**src/rtl/fetch_stage_pkg.sv**
```systemverilog
// Shared pipeline constants and types for the processor front end.
package fetch_stage_pkg;

   localparam int unsigned ADDR_W_DFLT    = 6;
   localparam int unsigned DATA_W_DFLT    = 32;
   localparam logic [31:0] NOP_INSTR_DFLT = 32'h0000_0000;

   localparam int unsigned FETCH_CNT_W   = 16;
   localparam logic [FETCH_CNT_W-1:0] FETCH_CNT_MAX = '1;

   typedef enum logic {
      StRun  = 1'b0,
      StHalt = 1'b1
   } fetch_state_e;

endpackage

```
**src/rtl/fetch_stage_if_id_reg.sv**
```systemverilog
// IF/ID pipeline register: bubble beats load, otherwise holds.
module if_id_reg #(
   parameter int unsigned          ADDR_W    = 6,
   parameter int unsigned          DATA_W    = 32,
   parameter logic [DATA_W-1:0]    NOP_INSTR = '0
) (
   input  logic              clk,
   input  logic              rst_n,
   input  logic              load_i,
   input  logic              bubble_i,
   input  logic [DATA_W-1:0] instr_i,
   input  logic [ADDR_W-1:0] pc_i,
   output logic              valid_o,
   output logic [DATA_W-1:0] instr_o,
   output logic [ADDR_W-1:0] pc_o
);

   logic              valid_d, valid_q;
   logic [DATA_W-1:0] instr_d, instr_q;
   logic [ADDR_W-1:0] pc_d, pc_q;

   // Next-state select: bubble, load or hold.
   always_comb begin
      valid_d = valid_q;
      instr_d = instr_q;
      pc_d    = pc_q;
      if (bubble_i) begin
         valid_d = 1'b0;
         instr_d = NOP_INSTR;
         pc_d    = '0;
      end else if (load_i) begin
         valid_d = 1'b1;
         instr_d = instr_i;
         pc_d    = pc_i;
      end
   end

   // Register with asynchronous reset to a bubble.
   always_ff @(posedge clk or negedge rst_n) begin
      if (!rst_n) begin
         valid_q <= 1'b0;
         instr_q <= NOP_INSTR;
         pc_q    <= '0;
      end else begin
         valid_q <= valid_d;
         instr_q <= instr_d;
         pc_q    <= pc_d;
      end
   end

   assign valid_o = valid_q;
   assign instr_o = instr_q;
   assign pc_o    = pc_q;

endmodule

```
**src/rtl/fetch_stage.sv**
```systemverilog
// Instruction fetch stage: PC, RUN/HALT FSM, fetch counter and IF/ID register.
module fetch_stage
   import fetch_stage_pkg::*;
#(
   parameter int unsigned       ADDR_W    = ADDR_W_DFLT,
   parameter int unsigned       DATA_W    = DATA_W_DFLT,
   parameter logic [DATA_W-1:0] NOP_INSTR = DATA_W'(NOP_INSTR_DFLT)
) (
   input  logic                   clk,
   input  logic                   rst_n,
   input  logic                   stall,
   input  logic                   flush,
   input  logic                   redirect,
   input  logic [ADDR_W-1:0]      redirect_pc,
   output logic [ADDR_W-1:0]      imem_addr,
   output logic                   imem_read,
   input  logic [DATA_W-1:0]      imem_instr,
   input  logic                   imem_pc_en,
   output logic                   ifid_valid,
   output logic [DATA_W-1:0]      ifid_instr,
   output logic [ADDR_W-1:0]      ifid_pc,
   output logic                   halted,
   output logic [FETCH_CNT_W-1:0] fetch_cnt
);

   fetch_state_e           state_d, state_q;
   logic [ADDR_W-1:0]      pc_d, pc_q;
   logic [FETCH_CNT_W-1:0] cnt_d, cnt_q;
   logic                   ifid_load, ifid_bubble;

   // Next-state: redirect > stall > halt hold > normal fetch.
   always_comb begin
      state_d     = state_q;
      pc_d        = pc_q;
      cnt_d       = cnt_q;
      ifid_load   = 1'b0;
      ifid_bubble = 1'b0;
      if (redirect) begin
         pc_d        = redirect_pc;
         state_d     = StRun;
         ifid_bubble = 1'b1;
      end else if (stall) begin
         ifid_bubble = flush;
      end else if (state_q == StHalt) begin
         ifid_bubble = 1'b1;
      end else if (imem_pc_en) begin
         pc_d = pc_q + ADDR_W'(1);
         if (flush) begin
            ifid_bubble = 1'b1;
         end else begin
            ifid_load = 1'b1;
            if (cnt_q != FETCH_CNT_MAX) begin
               cnt_d = cnt_q + FETCH_CNT_W'(1);
            end
         end
      end else begin
         // End-of-program marker: PC stays pointing at it.
         state_d     = StHalt;
         ifid_bubble = 1'b1;
      end
   end

   // PC, FSM state and fetch counter.
   always_ff @(posedge clk or negedge rst_n) begin
      if (!rst_n) begin
         state_q <= StRun;
         pc_q    <= '0;
         cnt_q   <= '0;
      end else begin
         state_q <= state_d;
         pc_q    <= pc_d;
         cnt_q   <= cnt_d;
      end
   end

   if_id_reg #(
      .ADDR_W    (ADDR_W),
      .DATA_W    (DATA_W),
      .NOP_INSTR (NOP_INSTR)
   ) u_if_id_reg (
      .clk      (clk),
      .rst_n    (rst_n),
      .load_i   (ifid_load),
      .bubble_i (ifid_bubble),
      .instr_i  (imem_instr),
      .pc_i     (pc_q),
      .valid_o  (ifid_valid),
      .instr_o  (ifid_instr),
      .pc_o     (ifid_pc)
   );

   assign imem_addr = pc_q;
   assign imem_read = (state_q == StRun);
   assign halted    = (state_q == StHalt);
   assign fetch_cnt = cnt_q;

endmodule

```
**config.mk**
```make
export PLATFORM = sky130hd
export DESIGN_NAME = fetch_stage
export DESIGN_NICKNAME = d
export VERILOG_FILES = /design/src/rtl/fetch_stage_pkg.sv /design/src/rtl/fetch_stage_if_id_reg.sv /design/src/rtl/fetch_stage.sv
export SDC_FILE = /design/constraint.sdc
export NUM_CORES = 1
export LEC_CHECK = 0
export CAP_MARGIN = 20
export CORE_MARGIN = 2
export CORE_UTILIZATION = 38
export CTS_BUF_LIST = sky130_fd_sc_hd__clkbuf_16
export DETAILED_ROUTE_END_ITERATION = 7
export GPL_TIMING_DRIVEN = 1
export HOLD_SLACK_MARGIN = 0.02
export PLACE_DENSITY = 0.75
export SLEW_MARGIN = 20
export SYNTH_ARGS = -nofsm -noshare
export SYNTH_HDL_FRONTEND = slang
export SYNTH_SLANG_ARGS = --single-unit
```
**constraint.sdc**
```tcl
create_clock -name clk -period 2 [get_ports clk]
set_input_delay 0.2 -clock clk [delete_from_list [all_inputs] [get_ports clk]]
set_output_delay 0.2 -clock clk [all_outputs]
set_load 0.1 [all_outputs]
```
==> summary.txt <==
routed via count: 1958
crit-path max cell delay: 500 ps
antenna cell count: 0
number of distinct library cells after synthesis: 30
total power: 3610 uW
clk_skew: 4.46 ps
Hold WC Path Type: in2reg
Synth Net Count: 244
dpl cell area: 3640 sq um
PD cells: 919 nW/um^2
setup TNS: 0 ps
DRC violations left: 0
core area: 6420 sq um
Worst Max-Slew Pin Slew: 467 ps
Antenna Violating Nets Remaining: 0
vias in the first global route: 1990
Arrival @ worst endpoint: 2120 ps
CP Buf/Inv Count: 1
Layout Nets: 362
fin area: 3930 sq um
H-tree levels: 3
syn avg cell area: 12.9 sq um
Setup Fix Bufs, Post-CTS: 0
CP startpoint kind: flip-flop
drt via density: 4.93
CP Max Fanout: 8
initial antenna violation count: 0
Clock Tree Root: clkbuf_16
largest net degree at the start of global routing: 63
CTS Buffer Depth: 2
IO Count: 107
post-synthesis cell count: 198
Max Fclk: 0.521 GHz
status: finished, final reports clean
CTS tree: built
average wire per standard cell: 15.9 microns
clk slew on worst S/H paths: 50 ps
Die W: 85.9 microns
clk sinks: 62
placed cells: 381
worst path required time: 2200 ps
Die H: 85.9 microns
drt first pass iters: 4
# rows: 29
Detailed Place HPWL: 4.30 mm
pins over their slew limit: 0
post-layout util: 61.2%
Tot GR Track Use: 17.7%
gpl congestion: 0.786
unrepaired setup endpoints after global routing: no
Total Routed Length: 6.30 mm
Port-buffer cells: 106
Post-Syn Area: 2550 sq um
YS warnings: 0
Iter 0 DRT Violations: 65
first-pass GRT wire length: 9.97 mm
Starting Density: 39.7%
Setup CP Type: reg2reg
sequential fraction of the synthesis area: 60.8%
grt total ovfl: 0
Crit path max-delay family: simple AND/OR/NAND/NOR gates
Finished Layout Cells: 397
Worst VDD drop: 1170 uV
Tcrit/Tclk final: 96.0%
worst-path cell chain: nor3b_4 -> or4b_4 -> buf_6 -> nor4_4 -> mux2_1
Leak: 0.00190 uW
crit path capture type: flip-flop
Num CTS Buffers: 9
Final Hold Fails: 0
# Max-Cap Violations: 0
Crit-path slowest cell: dfrtp_4
Syn-to-layout area delta: 54.0%
Tmin final: 1920 ps
clock latency on the worst-skew pair: 320 ps
share of cells above drive strength 1: 36.3%
fillers: 520
flops & latches, synth: 62
relative slew slack: 68.8%
die area: 7380 sq um
# setup viols final: 0
-- through the flow --
step,setup slack [ps],hold WS [ps]
2_1_floorplan,-201,-95.6
4_1_cts,53.8,435
3_5_place_dp,-154,234
5_1_grt,1.20,465
6_report,80.4,442
3_3_place_gp,-118,234
-- cells in the final DEF, fill, tap and decap left out, types with 2 or more instances in the layout --
master / netlist / routed
a22o_1: 38 / 38
and2_1: 2 / 2
and3_1: 2 / 2
buf_12: 0 / 3
buf_4: 0 / 69
clkbuf_16: 0 / 9
clkdlybuf4s50_1: 0 / 42
clkinv_2: 0 / 4
dfrtp_1: 62 / 45
dfrtp_2: 0 / 14
dfrtp_4: 0 / 3
ha_1: 2 / 2
inv_1: 3 / 4
nand2_1: 15 / 15
nand3_1: 6 / 6
nand4_1: 5 / 5
nor2_1: 6 / 6
nor3_1: 4 / 4
nor3b_1: 3 / 3
nor4_2: 3 / 2
nor4_4: 1 / 2
nor4b_2: 2 / 2
o21ai_0: 6 / 6
xnor2_1: 3 / 3
xor2_1: 15 / 15
-- routing by layer --
metal,track usage (%),wire length (microns),vias up
met5,0,0,-
met4,10.1,158,0
met3,4.04,388,12
met2,26.7,2860,69
met1,23.5,2890,913
li1,-,-,964
-- cell type report --
cell class                 instances  area, sq um  area share [%]
sequential                        62         1580            40.2
tap                               77         96.3            2.45
clock buffer                       9          225            5.73
timing repair buffer             117         1020            26.1
clock inverter                     6         31.3           0.796
inverter                           3         11.3           0.287
multi-input combinational        123          958            24.4
-- cells in the mapped netlist (all sizes together) --
| library cell | count | share of area (%) |
|---|---|---|
| dfrtp | 62 | 61 |
| a22o | 38 | 13 |
| nand2 | 15 | 2.2 |
| xor2 | 15 | 5.2 |
| clkbuf | 7 | 1.0 |
| nand3 | 6 | 1.2 |
| nor2 | 6 | 0.88 |
| o21ai | 6 | 1.2 |
| nand4 | 5 | 1.2 |
| nor4 | 5 | 2.6 |
| nor3 | 4 | 0.79 |
| nor3b | 4 | 1.6 |
| buf | 3 | 0.74 |
| inv | 3 | 0.44 |
| mux2 | 3 | 1.3 |
| nor4b | 3 | 1.5 |
| xnor2 | 3 | 1.0 |
| and2 | 2 | 0.49 |
| and3 | 2 | 0.49 |
| ha | 2 | 0.98 |
| mux2i | 1 | 0.39 |
| or2 | 1 | 0.25 |
| or3 | 1 | 0.25 |
| or4b | 1 | 0.39 |
-- tightest hold or removal path, stage by stage --
cell and delay (ps):
clkdlybuf4s50_1 390, nand2_1 60, o21ai_0 60
-- state kept, by name (all words and copies together) (netlist names) --
signal               count
imem_addr                6
u_if_id_reg.valid_o      1
fetch_cnt               16
u_if_id_reg.instr_o     32
halted                   1
u_if_id_reg.pc_o         6
-- repair_timing --
item	in CTS	in global routing
setup endpoints to repair	0	2
gates resized for setup	0	4
hold endpoints to repair	62	0
hold buffers	1	0
-- kinds of logic after synthesis --
logic type | synth area share, %
flops | 60.8
simple gates | 13.8
buf+inv | 2.21
mux | 1.72
compound gates | 14.2
xor+xnor | 6.18
fa+ha+maj | 0.981
-- worst paths after layout --
kind                                 from                      end  slack (ps)  cells past startpoint
min reg2reg                 fetch_cnt[11]            fetch_cnt[11]         480                      1
max reg2reg                        halted            fetch_cnt[13]          80                      5
min in group asynchronous           rst_n  u_if_id_reg.instr_o[28]         450                      3
max                                halted            fetch_cnt[13]          80                      5
min                        redirect_pc[1]             imem_addr[1]         440                      3
max in group asynchronous           rst_n             fetch_cnt[6]        1270                      3
-- power by group --
part	total, uW	internal [uW]	switching, uW
clock network	1330	815	512
logic	866	233	633
registers	1420	1340	76.6
(Power assumes the default switching activity.)
